==> config.mk <==
export PLATFORM = sky130hd
export DESIGN_NAME = vga_image_display
export DESIGN_NICKNAME = d
export VERILOG_FILES = /design/src/rtl/vga_image_display.sv
export SDC_FILE = /design/constraint.sdc
export NUM_CORES = 1
export LEC_CHECK = 0
export CORE_MARGIN = 4
export CORE_UTILIZATION = 60
export CTS_CLUSTER_SIZE = 25
export DETAILED_ROUTE_END_ITERATION = 8
export PLACE_DENSITY_LB_ADDON = 0.08
export SLEW_MARGIN = 0
export SYNTH_ARGS = -nofsm -noshare
export SYNTH_HDL_FRONTEND = slang
export SYNTH_SLANG_ARGS = --single-unit
export TNS_END_PERCENT = 5
==> constraint.sdc <==
create_clock -name clk -period 9.6 [get_ports clk]
set_input_delay 0.96 -clock clk [delete_from_list [all_inputs] [get_ports clk]]
set_output_delay 0.96 -clock clk [all_outputs]
set_load 0.01 [all_outputs]
==> src/rtl/vga_image_display.sv <==
// vga_image_display: 640x480@60 Hz VGA timing generator that shows a centred
// IMG_W x IMG_H RGB332 image read from an external frame buffer. The picture
// is blanked until decrypt_done, and that level is only sampled at frame start.
// Build option: define SCALE2X_EN to pixel-double the image (2x2 per source
// pixel); leaving it undefined gives a 1:1 display. Ports and timing are the
// same in both builds.
module vga_image_display #(
  parameter int CLK_DIV = 2,
  parameter int IMG_W   = 175,
  parameter int IMG_H   = 175
) (
  input  logic        clk,
  input  logic        reset,
  input  logic        decrypt_done,
  input  logic [7:0]  pixel_data,
  output logic [14:0] read_addr,
  output logic        hsync,
  output logic        vsync,
  output logic [2:0]  red,
  output logic [2:0]  green,
  output logic [1:0]  blue,
  output logic        frame_start
);

`ifdef SCALE2X_EN
  localparam int SCALE = 2;
`else
  localparam int SCALE = 1;
`endif

  localparam int DW = SCALE * IMG_W;
  localparam int DH = SCALE * IMG_H;

  // Image window on screen, centred with integer floor
  localparam logic [9:0] X0    = 10'((640 - DW) / 2);
  localparam logic [9:0] X_END = 10'((640 - DW) / 2 + DW);
  localparam logic [9:0] Y0    = 10'((480 - DH) / 2);
  localparam logic [9:0] Y_END = 10'((480 - DH) / 2 + DH);

  // Raster timing
  localparam logic [9:0] H_MAX    = 10'd799;
  localparam logic [9:0] HS_START = 10'd656;
  localparam logic [9:0] HS_END   = 10'd751;
  localparam logic [9:0] V_MAX    = 10'd524;
  localparam logic [9:0] VS_START = 10'd490;
  localparam logic [9:0] VS_END   = 10'd491;

  localparam int DIV_W = (CLK_DIV > 1) ? $clog2(CLK_DIV) : 1;

  logic [DIV_W-1:0] div_reg;
  logic             tick;
  logic [9:0]       hc_reg, vc_reg;
  logic [9:0]       hc_next, vc_next;
  logic             in_cur, in_next;
  logic             line_start_next, frame_start_next, line_end_next;
  logic [9:0]       col_reg, col_cur;
  logic             col_phase_reg, col_phase_cur;
  logic [14:0]      row_base_reg, row_base_cur;
  logic             row_phase_reg, row_phase_cur;
  logic             col_adv, row_adv;
  logic             show_img_reg, show_cur;

  function automatic logic in_window(input logic [9:0] h, input logic [9:0] v);
    return (h >= X0) && (h < X_END) && (v >= Y0) && (v < Y_END);
  endfunction

  assign tick = (div_reg == DIV_W'(CLK_DIV - 1));

  // Next raster position, used to fetch the pixel one tick ahead of display
  always_comb begin
    hc_next = hc_reg;
    vc_next = vc_reg;
    if (hc_reg == H_MAX) begin
      hc_next = '0;
      vc_next = (vc_reg == V_MAX) ? 10'd0 : vc_reg + 10'd1;
    end else begin
      hc_next = hc_reg + 10'd1;
    end
  end

  assign in_cur           = in_window(hc_reg, vc_reg);
  assign in_next          = in_window(hc_next, vc_next);
  assign line_start_next  = (hc_next == 10'd0);
  assign frame_start_next = line_start_next && (vc_next == 10'd0);
  assign line_end_next    = in_next && (hc_next == X_END - 10'd1);

  // Address state as seen by the upcoming position (cleared at line/frame start)
  assign col_cur       = line_start_next  ? 10'd0 : col_reg;
  assign col_phase_cur = line_start_next  ? 1'b0  : col_phase_reg;
  assign row_base_cur  = frame_start_next ? 15'd0 : row_base_reg;
  assign row_phase_cur = frame_start_next ? 1'b0  : row_phase_reg;

  // With pixel doubling, only every second pixel/line steps the source address
  assign col_adv = (SCALE == 1) || col_phase_cur;
  assign row_adv = (SCALE == 1) || row_phase_cur;

  assign frame_start = tick && (hc_reg == 10'd0) && (vc_reg == 10'd0);
  assign show_cur    = frame_start ? decrypt_done : show_img_reg;

  // Pixel-tick divider and raster counters
  always_ff @(posedge clk) begin
    if (reset) begin
      div_reg <= '0;
      hc_reg  <= '0;
      vc_reg  <= '0;
    end else begin
      div_reg <= tick ? '0 : div_reg + DIV_W'(1);
      if (tick) begin
        hc_reg <= hc_next;
        vc_reg <= vc_next;
      end
    end
  end

  // Incremental frame-buffer address generation (no multiplier)
  always_ff @(posedge clk) begin
    if (reset) begin
      col_reg       <= '0;
      col_phase_reg <= 1'b0;
      row_base_reg  <= '0;
      row_phase_reg <= 1'b0;
      read_addr     <= '0;
    end else if (tick) begin
      col_reg       <= col_cur;
      col_phase_reg <= col_phase_cur;
      row_base_reg  <= row_base_cur;
      row_phase_reg <= row_phase_cur;
      if (in_next) begin
        read_addr     <= row_base_cur + {5'd0, col_cur};
        col_phase_reg <= ~col_phase_cur;
        if (col_adv) begin
          col_reg <= col_cur + 10'd1;
        end
        if (line_end_next) begin
          row_phase_reg <= ~row_phase_cur;
          if (row_adv) begin
            row_base_reg <= row_base_cur + 15'(IMG_W);
          end
        end
      end
    end
  end

  // Frame-level display enable, latched from decrypt_done at frame start only
  always_ff @(posedge clk) begin
    if (reset) begin
      show_img_reg <= 1'b0;
    end else if (frame_start) begin
      show_img_reg <= decrypt_done;
    end
  end

  // Output stage: syncs and colour for the position that was just fetched
  always_ff @(posedge clk) begin
    if (reset) begin
      hsync <= 1'b1;
      vsync <= 1'b1;
      red   <= '0;
      green <= '0;
      blue  <= '0;
    end else if (tick) begin
      hsync <= !((hc_reg >= HS_START) && (hc_reg <= HS_END));
      vsync <= !((vc_reg >= VS_START) && (vc_reg <= VS_END));
      {red, green, blue} <= (in_cur && show_cur) ? pixel_data : 8'h00;
    end
  end

endmodule
==> impl_metrics.toml <==
[synth]
yosysWarningCount = 0
synth_edf_count = 0
synthCells = 661
synth_simple_gate_area_share_pct = 27.4
synth_mux_area_share_pct = 3.65
ys.flop_type = "dfxtp_1"
synth.distinct_cells = 69
async_flop_share_pct = 0
syn_nets = 690
synthesis.area_um2 = 5040
synth_top_family_by_area = "simple AND/OR/NAND/NOR gates"
synth_xor_area_share_pct = 3.65
ys_seq_area_share_pct = 28.6
synth_compound_area_share_pct = 25.3
yosys.area_share.adder_pct = 4.82
ys_ff_latch = 72
avgSynthCellArea_um2 = 7.62

[power]
power.leakage_nw = 2.03
p_per_area_nw_per_um2 = 102
ir_drop_mv = 0.0607

[placement]
io_buffers = 36
hpwl_mm = 9.41
finalWeightedCongestion = 0.924
place_ws_ns = 3.62

[timing]
setup_slack_ns = 3.39
drv_slew = 0
min_period_over_period_pct = 64.7
whs_ns = 0.452
finalSetupViolCount = 0
clock.fmax_mhz = 161
period_minus_slack_ns = 6.21
relSlewSlack_pct = 20.0
fin_skew_ns = 0.00927
finalHoldViolCount = 0
rsz0062_at_grt = "false"
tns_ns = 0
worstMarginPinSlew_ns = 1.18

[setup_path]
cp_num_buf_inv = 1
endpoint_kind = "register"
critPathKind = "register to register"
path_delay_family = "compound AO/OA/AOI/OAI gates"
cp-start-kind = "register"
arrival_ns = 6.41
path_cells = "ha_1 > nand4_1 > nor4_1 > mux2i_1 > nand4_1 > a211oi_1 > buf_4 > nand2_1 > and2_1 > ha_1 > nand3_1 > o211ai_1 > nor4_1 > o41ai_1 > o221ai_1 > a21oi_1 > xnor2_1 > a21oi_1"
critical_path.max_fanout = 13
crit_slowest_cell = "o41ai_1"
crit_required_ns = 9.80
cpPeakStageDelay_ns = 1.06

[final_layout]
syn_to_final_growth_pct = 9.71
final.fill_count = 734
drive_gt1_share_pct = 5.26
nets = 692
diodes = 0
utilization_pct = 67.6

[drt]
drtIter0Drc = 336
via_count = 5118
via_per_inst = 6.65
drc = 0
first_pass_iters = 6
wirelength_mm = 13.5
wl_per_cell_um = 17.5
drtAntennaViolNets = 0

[global_routing]
grt_max_degree = 60
antenna_found_initial = 0
grt_pass1_wl_mm = 22.8
grt_usage_pct = 27.9
grt_pass1_vias = 4681
gr-total-overflow = 0

[clock_tree]
cts_root_buf = "clkbuf_8"
h-tree-depth = 3
cts_num_sinks = 72
clk_latency_ns = 0.35
clockBufferDepth = 2
cts_resized = 0
path_clk_slew_ns = 0.07
cts_buffers = 9
postCtsHoldBufs = 0
cts_setup_buffers = 0
cts_tree = "built"

[die]
fp.coreArea_um2 = 8180
dieArea_um2 = 9930
std_cell_rows = 33
die_h_um = 99.6
die_w_um = 99.6
ios = 37
initial_utilization_pct = 61.6

[run]
drv_cap = 0

[min_path]
hold_class = "register to register"

[outcome]
outcome = "finished clean"
[power by group]
part / leakage (nW) / internal, mW / switching (mW) / total, mW
Combinational: 1.36 / 0.0128 / 0.0190 / 0.0318
Sequential: 0.581 / 0.301 / 0.00356 / 0.304
Clock: 0.0935 / 0.118 / 0.109 / 0.227
Total: 2.03 / 0.431 / 0.131 / 0.563
[synthesized netlist by cell type (9+ instances only)]
library cell | number | area, um2
or3_1 | 11 | 68.8
nor3_1 | 24 | 120
buf_2 | 12 | 60.1
nand3_1 | 45 | 225
a21o_1 | 9 | 67.6
a21oi_1 | 59 | 295
clkbuf_1 | 34 | 128
and2_1 | 17 | 106
o21ai_0 | 29 | 145
mux2i_1 | 15 | 150
ha_1 | 17 | 213
dfxtp_1 | 72 | 1440
o211ai_1 | 13 | 97.6
nand2_1 | 49 | 184
nor2_1 | 45 | 169
xnor2_1 | 15 | 131
and3_1 | 13 | 81.3
inv_1 | 30 | 113
nand4_1 | 22 | 138
[logic make-up (layout without fill, tap and decap cells)]
kind of cell / after synthesis / after routing
AOI/OAI and AO/OA: 186 / 186
adders and majority gates: 19 / 19
xor gates and xnor gates: 21 / 21
DFF: 72 / 72
muxes: 18 / 18
and+or+nand+nor: 264 / 264
buffers and inverters: 81 / 85
[through the flow]
stage | area (um2) | instances | total power, mW
floorplan | 5040 | 661 | 0.331
global placement | 5350 | 757 | 0.342
detailed placement | 5350 | 757 | 0.342
CTS | 5530 | 770 | 0.568
global route | 5530 | 770 | 0.584
finish | 5530 | 770 | 0.563
[metal layers]
metal	part of all wire (%)	vias to the layer above	track usage [%]
met3	9.5	36	5.40
li1	-	2446	-
met1	44	2382	39.2
met4	2.3	0	10.2
met2	44	254	42.6
met5	0	-	0
[path summary, 6_finish.rpt]
kind | startpoint | endpoint | slack, ns | depth (start not counted)
worst min-delay path | read_addr[8] | read_addr[8] | 0.45 | 2
worst max register to register | hc_reg[0] | read_addr[13] | 3.39 | 18
worst min register to register | read_addr[8] | read_addr[8] | 0.45 | 2
worst max-delay path | hc_reg[0] | read_addr[13] | 3.39 | 18
[cell usage in the layout (no fill, tap or decap), types with 15 or more instances in the layout]
| cell | count |
|---|---|
| o21ai_0 | 29 |
| dfxtp_1 | 72 |
| inv_1 | 30 |
| nand3_1 | 45 |
| nand2_1 | 49 |
| nor3_1 | 24 |
| xnor2_1 | 15 |
| and2_1 | 17 |
| nand4_1 | 22 |
| ha_1 | 17 |
| mux2i_1 | 15 |
| nor2_1 | 45 |
| a21oi_1 | 59 |
| clkdlybuf4s50_1 | 35 |
[tightest hold or removal path, cell delays in order (launching register included)]
cell     delay (ns)
dfxtp_1        0.31
nand2_1        0.05
a21oi_1        0.05
[area by class of cell]
cell class / instances / area, um2 / area share, %
multi-input cells: 508 / 3260 / 59.0
flip-flops and latches: 72 / 1440 / 26.1
repair buffers: 42 / 400 / 7.24
clock buffers: 13 / 179 / 3.24
well taps: 105 / 131 / 2.38
inverters: 30 / 113 / 2.04
Power figures use the tool's default switching activity.
